File: config.mk
export PLATFORM = sky130hd
export DESIGN_NAME = dmem_port_arbiter
export DESIGN_NICKNAME = d
export VERILOG_FILES = /design/src/rtl/dmem_port_arbiter.sv
export SDC_FILE = /design/constraint.sdc
export NUM_CORES = 1
export LEC_CHECK = 0
export CAP_MARGIN = 40
export CELL_PAD_IN_SITES_DETAIL_PLACEMENT = 1
export CELL_PAD_IN_SITES_GLOBAL_PLACEMENT = 2
export CORE_UTILIZATION = 20
export CTS_CLUSTER_DIAMETER = 200
export DETAILED_ROUTE_END_ITERATION = 7
export GPL_ROUTABILITY_DRIVEN = 0
export PLACE_DENSITY = 0.86
export SLEW_MARGIN = 20
export SYNTH_ARGS = -nofsm -noshare
export SYNTH_HDL_FRONTEND = slang
export SYNTH_SLANG_ARGS = --single-unit
File: constraint.sdc
create_clock -name clk -period 2.6 [get_ports clk]
set_input_delay 0.65 -clock clk [delete_from_list [all_inputs] [get_ports clk]]
set_output_delay 0.65 -clock clk [all_outputs]
set_load 0.03 [all_outputs]
File: src/rtl/dmem_port_arbiter.sv
// -----------------------------------------------------------------------------
// dmem_port_arbiter
//   Shares the single data-memory port between the CPU load/store path and a
//   DMA/loader port. Every access takes an IDLE (or LOCKED) decision cycle and
//   one ACCESS cycle, during which the winner gets a one-cycle ack.
//
//   Configuration macro: DMEM_ARB_RR_EN
//     defined   : round-robin tie break in IDLE (requester not served last wins)
//     undefined : fixed priority, CPU wins ties in IDLE
//
//   Ports
//     clk, rst                          clock, synchronous active-high reset
//     cpu_req/wen/addr/wdata -> cpu_ack/rdata/stall   CPU load/store path
//     dma_req/lock/wen/addr/wdata -> dma_ack/rdata    DMA/loader path
//     mem_address/write_en/write_data, mem_read_data  data memory
//                                                     (sync write, comb read)
//     owner                             0=CPU, 1=DMA, last granted requester
// -----------------------------------------------------------------------------
module dmem_port_arbiter #(
    parameter int unsigned AW        = 32,
    parameter int unsigned DW        = 32,
    parameter int unsigned MAX_BURST = 8
) (
    input  logic          clk,
    input  logic          rst,

    input  logic          cpu_req,
    input  logic          cpu_wen,
    input  logic [AW-1:0] cpu_addr,
    input  logic [DW-1:0] cpu_wdata,
    output logic          cpu_ack,
    output logic [DW-1:0] cpu_rdata,
    output logic          cpu_stall,

    input  logic          dma_req,
    input  logic          dma_lock,
    input  logic          dma_wen,
    input  logic [AW-1:0] dma_addr,
    input  logic [DW-1:0] dma_wdata,
    output logic          dma_ack,
    output logic [DW-1:0] dma_rdata,

    output logic [AW-1:0] mem_address,
    output logic          mem_write_en,
    output logic [DW-1:0] mem_write_data,
    input  logic [DW-1:0] mem_read_data,

    output logic          owner
);

    // Wide enough to hold MAX_BURST itself.
    localparam int unsigned BCW = $clog2(MAX_BURST + 1);

    typedef enum logic [1:0] {
        ST_IDLE   = 2'd0,
        ST_ACCESS = 2'd1,
        ST_LOCKED = 2'd2
    } state_e;

    state_e         state_q,     state_d;
    logic           owner_q,     owner_d;
    logic [BCW-1:0] burst_cnt_q, burst_cnt_d;
    logic [AW-1:0]  addr_q,      addr_d;
    logic [DW-1:0]  wdata_q,     wdata_d;
    logic           wen_q,       wen_d;
`ifdef DMEM_ARB_RR_EN
    logic           rr_last_q,   rr_last_d;   // 1 = DMA was served last
`endif

    logic           grant_dma;
    logic           burst_room;
    logic           access_live;

    // Another locked access is allowed only while the burst stays below MAX_BURST.
    assign burst_room = (32'(burst_cnt_q) + 32'd1) < MAX_BURST;

    // Next-state, winner selection and request latching.
    always_comb begin
        state_d     = state_q;
        owner_d     = owner_q;
        burst_cnt_d = burst_cnt_q;
        addr_d      = addr_q;
        wdata_d     = wdata_q;
        wen_d       = wen_q;
`ifdef DMEM_ARB_RR_EN
        rr_last_d   = rr_last_q;
`endif
        grant_dma   = 1'b0;

        case (state_q)
            ST_IDLE: begin
                burst_cnt_d = '0;
                if (cpu_req || dma_req) begin
`ifdef DMEM_ARB_RR_EN
                    // On a tie the requester that was not served last wins.
                    grant_dma = dma_req && (!cpu_req || !rr_last_q);
`else
                    grant_dma = !cpu_req;
`endif
                    addr_d  = grant_dma ? dma_addr  : cpu_addr;
                    wdata_d = grant_dma ? dma_wdata : cpu_wdata;
                    wen_d   = grant_dma ? dma_wen   : cpu_wen;
                    owner_d = grant_dma;
                    state_d = ST_ACCESS;
                end
            end

            ST_ACCESS: begin
`ifdef DMEM_ARB_RR_EN
                rr_last_d = owner_q;
`endif
                // Requests are not sampled here; the owner's req is still up.
                if (owner_q && dma_lock && burst_room) begin
                    state_d = ST_LOCKED;
                end else begin
                    state_d     = ST_IDLE;
                    burst_cnt_d = '0;
                end
            end

            ST_LOCKED: begin
                // Only the DMA may continue; a pending CPU request keeps waiting.
                if (dma_req && dma_lock) begin
                    addr_d      = dma_addr;
                    wdata_d     = dma_wdata;
                    wen_d       = dma_wen;
                    owner_d     = 1'b1;
                    burst_cnt_d = burst_cnt_q + 1'b1;
                    state_d     = ST_ACCESS;
                end else begin
                    state_d     = ST_IDLE;
                    burst_cnt_d = '0;
                end
            end

            default: begin
                state_d     = ST_IDLE;
                burst_cnt_d = '0;
            end
        endcase
    end

    // State and latch registers.
    always_ff @(posedge clk) begin
        if (rst) begin
            state_q     <= ST_IDLE;
            owner_q     <= 1'b0;
            burst_cnt_q <= '0;
            addr_q      <= '0;
            wdata_q     <= '0;
            wen_q       <= 1'b0;
`ifdef DMEM_ARB_RR_EN
            rr_last_q   <= 1'b1;
`endif
        end else begin
            state_q     <= state_d;
            owner_q     <= owner_d;
            burst_cnt_q <= burst_cnt_d;
            addr_q      <= addr_d;
            wdata_q     <= wdata_d;
            wen_q       <= wen_d;
`ifdef DMEM_ARB_RR_EN
            rr_last_q   <= rr_last_d;
`endif
        end
    end

    // Write enable and acks are suppressed in any cycle with reset asserted.
    assign access_live    = (state_q == ST_ACCESS) && !rst;

    assign mem_address    = (state_q == ST_ACCESS) ? addr_q  : '0;
    assign mem_write_data = (state_q == ST_ACCESS) ? wdata_q : '0;
    assign mem_write_en   = access_live && wen_q;

    assign cpu_ack        = access_live && !owner_q;
    assign dma_ack        = access_live &&  owner_q;
    assign cpu_rdata      = cpu_ack ? mem_read_data : '0;
    assign dma_rdata      = dma_ack ? mem_read_data : '0;
    assign cpu_stall      = cpu_req && !cpu_ack;
    assign owner          = owner_q;

endmodule

==> summary.txt <==
SYNTH
--------------------------------------------------------------------------------------------------------
Total of flip-flops plus latches after synthesis                                                      72
Leading cell types by total area after synthesis                                            sky130_fd_sc_hd__dfxtp_1 32%, sky130_fd_sc_hd__and2_1 18%, sky130_fd_sc_hd__a311oi_1 13%
Share of Yosys cell area claimed by the top area cell type                                         31.6%
Summed instance area of the synthesized netlist                                               4570 sq um
Synthesized net count                                                                                746
Mean area per synthesized cell                                                                7.90 sq um
Flip-flop cell with the highest count after synthesis                                       sky130_fd_sc_hd__dfxtp_1
Number of unique standard cell types used by synthesis                                                30
Mapped Cells                                                                                         578
Top-count cell post-synth                                                                   sky130_fd_sc_hd__and2_1
Synthesis warning total                                                                                0
Sequential-to-total area share from yosys stat                                                     31.6%
Cell accounting for the most synthesized area                                               sky130_fd_sc_hd__dfxtp_1
Top post-synthesis cells by count                                                           128 x sky130_fd_sc_hd__and2_1, 72 x sky130_fd_sc_hd__dfxtp_1, 68 x sky130_fd_sc_hd__o21ai_0, 67 x sky130_fd_sc_hd__a211oi_1
Fraction of synthesis flops using an asynchronous set or reset pin                                    0%
Number of enable flip-flop cells after synthesis                                                       0

PLACEMENT
--------------------------------------------------------------------------------------------------------
Total cell area at the placement stage                                                        7640 sq um
HPWL after detailed placement                                                                    14.5 mm
Number of buffers inserted by port buffering                                                         299
Post-placement worst setup slack                                                                0.136 ns

CRITICAL PATH
--------------------------------------------------------------------------------------------------------
Kind of cell with the highest combined delay on the critical path                           simple AND/OR/NAND/NOR gates
Maximum net fanout on the critical path                                                               18
Critical path capture point type                                                              output pin
Worst Setup Path Type                                                                       flop to output pin
Master of the slowest instance on the critical path                                         sky130_fd_sc_hd__dfxtp_1
Worst-path cell chain                                                                       nand2b_1, nor3_2, buf_4, and2_1, buf_12
Critical path buffer and inverter count                                                                2
Launching element type of the critical path                                                         flop
Worst path depth                                                                                       5
Data required time of the critical path                                                          1.95 ns
Worst reg2reg path startpoint                                                                 state_q[0]
FF-to-FF path depth                                                                                    5
Arrival time worst endpoint                                                                      1.76 ns
Critical path's largest stage delay                                                              0.38 ns
Timing startpoint of the critical path                                                        state_q[1]

POWER
--------------------------------------------------------------------------------------------------------
PD cells                                                                                     471 nW/um^2
Power after layout                                                                               3.73 mW
Leakage component of the power                                                                   3.12 nW
Worst voltage drop across the vdd grid                                                        0.000226 V

TIMING
--------------------------------------------------------------------------------------------------------
Worst Max-Slew Pin Slew                                                                         0.803 ns
Final max-slew violation count                                                                         0
Final Critical Period                                                                            2.41 ns
Final-report setup violation count                                                                     0
Max Freq                                                                                       0.415 GHz
Final worst-path cycle share                                                                       92.7%
Unrepaired setup endpoints after global routing                                                       no
Worst hold margin                                                                               0.533 ns
Worst slew margin                                                                                  46.5%
Final hold violation count                                                                             0
Post-Route Skew                                                                               0.00889 ns
Fin worst setup slack                                                                           0.190 ns
Setup TNS                                                                                           0 ns

WORST HOLD PATH
--------------------------------------------------------------------------------------------------------
Number of cells on the worst hold path                                                                 2
Worst Hold Class                                                                            flop to flop
Worst hold path startpoint                                                                  burst_cnt_q[1]

CTS
--------------------------------------------------------------------------------------------------------
Number of CTS-inserted buffers                                                                         9
Post-CTS clock slew at the launch and capture registers of the worst setup and hold paths        0.06 ns
CTS root buffer                                                                             sky130_fd_sc_hd__clkbuf_16
Count of H-tree levels built during CTS                                                                3
Buffer levels on the longest clock path                                                                2
Clock tree from TritonCTS                                                                          built
# clock sinks                                                                                         72
Later-pin clock latency in the skew report                                                       0.34 ns

FLOORPLANNING
--------------------------------------------------------------------------------------------------------
Die area                                                                                     23400 sq um
Core Box Area                                                                                22100 sq um
Initial cell density of the core                                                                   20.7%
Row count                                                                                             54
Ports                                                                                                300
Width of the chip                                                                            153 microns
Die boundary height                                                                          153 microns

DRT
--------------------------------------------------------------------------------------------------------
Initial DRC Count                                                                                    210
Final routed DRC violation total                                                                       0
Final antenna-violating net count                                                                      0
Detailed-router iteration count before antenna repair                                                  4
Via density                                                                                         5.08
Wire length reported by the detailed router                                                      21.5 mm
Post-detailed-route wirelength per cell                                                     19.3 microns
Number of vias in the routed layout                                                                 5664

CELLS AND AREA
--------------------------------------------------------------------------------------------------------
Fin nets                                                                                             998
Fill cell count                                                                                     2620
Design area                                                                                   7920 sq um
Number of antenna cells inserted                                                                       0
Fraction of layout instances using a drive strength above 1                                        19.4%
Layout Area Growth over Synthesis                                                                  73.4%

GRT
--------------------------------------------------------------------------------------------------------
Met2 capacity usage during global routing                                                          31.5%
Met3 Resource Use GR                                                                               4.45%
Global-route wire length before repair                                                           33.5 mm
Most utilized layer in the global route result                                                      met2
Antenna violations before repair                                                                       0
Number of global-route vias before repair                                                           5959
Global-route track usage on met1                                                                   21.9%
Overall track demand over capacity in global routing                                               18.0%
GR Overflow Total                                                                                      0
Maximum number of pins on one net before global-route repair                                          67

JOB
--------------------------------------------------------------------------------------------------------
Number of maximum-capacitance constraint violations                                                    0

STATUS
--------------------------------------------------------------------------------------------------------
Status                                                                                      finished, final reports clean

## per-layer routing
metal | vias to the layer above | routed length (microns)
met4 | 0 | 232
met5 | - | 0
met1 | 2739 | 9220
li1 | 2668 | -
met2 | 241 | 10500
met3 | 16 | 1540
## state kept, by name, indices dropped and copies added, names as in the netlist
signal,count
owner,1
burst_cnt_q,4
wen_q,1
addr_q,32
state_q,2
wdata_q,32
## final cells by class
type	instances	area (sq um)	share of cell area [%]
clock inverter	7	72.6	0.917
clock buffer	9	225	2.84
timing repair buffer	320	3020	38.2
multi-input combinational	425	2800	35.3
inverter	2	7.51	0.0948
tap	280	350	4.43
sequential	72	1440	18.2
## worst reg2reg max path, cell delays in order (launching register included)
cell                       delay, ns
sky130_fd_sc_hd__dfxtp_1        0.38
sky130_fd_sc_hd__buf_4          0.18
sky130_fd_sc_hd__nand2b_2       0.30
sky130_fd_sc_hd__buf_12         0.32
sky130_fd_sc_hd__nand3_1        0.17
sky130_fd_sc_hd__a311oi_1       0.33
## cells by family (layout without fill, tap and decap cells)
family | Yosys count | after routing | synth area share [%]
compound gates | 205 | 205 | 31.8
fa+ha+maj | 1 | 1 | 0.274
buf+inv | 81 | 338 | 7.86
flops | 72 | 72 | 31.6
simple gates | 219 | 219 | 28.5
## path summary, 6_finish.rpt
kind | end | slack [ns]
min | burst_cnt_q[1] | 0.53
max reg2reg | addr_q[9] | 0.81
min reg2reg | burst_cnt_q[1] | 0.53
max | cpu_rdata[19] | 0.19
## repair_timing
| action | CTS | global route |
|---|---|---|
| hold buffers | 0 | 0 |
| buffers inserted | 0 | 0 |
| gates resized for setup | 19 | 0 |
| hold endpoints to repair | 0 | 0 |
| setup endpoints to repair | 19 | 0 |
## power by group
part | total [mW] | internal [mW] | switching [mW] | leakage, nW
clock | 1.27 | 0.744 | 0.530 | 0.141
sequential | 1.28 | 1.22 | 0.0573 | 0.598
combinational | 1.18 | 0.559 | 0.620 | 2.38
## per-stage QoR
| stage | instances | utilization (%) |
|---|---|---|
| after CTS | 1115 | 35.8 |
| after global routing | 1115 | 35.8 |
| after floorplan | 578 | - |
| after global placement | 1099 | 34.6 |
| final | 1115 | 35.8 |
| after detailed placement | 1099 | 34.6 |
## cell usage in the layout, fill, tap and decap left out, types with 2 or more instances in the layout
cell type,count
sky130_fd_sc_hd__nand4b_1,2
sky130_fd_sc_hd__nand2b_1,3
sky130_fd_sc_hd__a311oi_1,66
sky130_fd_sc_hd__nand2_1,2
sky130_fd_sc_hd__a211oi_1,67
sky130_fd_sc_hd__nor2_1,2
sky130_fd_sc_hd__clkdlybuf4s50_1,165
sky130_fd_sc_hd__clkbuf_16,9
sky130_fd_sc_hd__nand3_1,66
sky130_fd_sc_hd__and4b_1,3
sky130_fd_sc_hd__clkinv_4,2
sky130_fd_sc_hd__buf_12,15
sky130_fd_sc_hd__buf_4,119
sky130_fd_sc_hd__dlygate4sd2_1,19
sky130_fd_sc_hd__o21ai_0,68
sky130_fd_sc_hd__nor2b_4,2
sky130_fd_sc_hd__nor3b_1,2
sky130_fd_sc_hd__dfxtp_1,72
sky130_fd_sc_hd__buf_2,2
sky130_fd_sc_hd__clkinvlp_4,2
sky130_fd_sc_hd__clkinv_2,2
sky130_fd_sc_hd__and2_1,128
(Power assumes the default switching activity.)
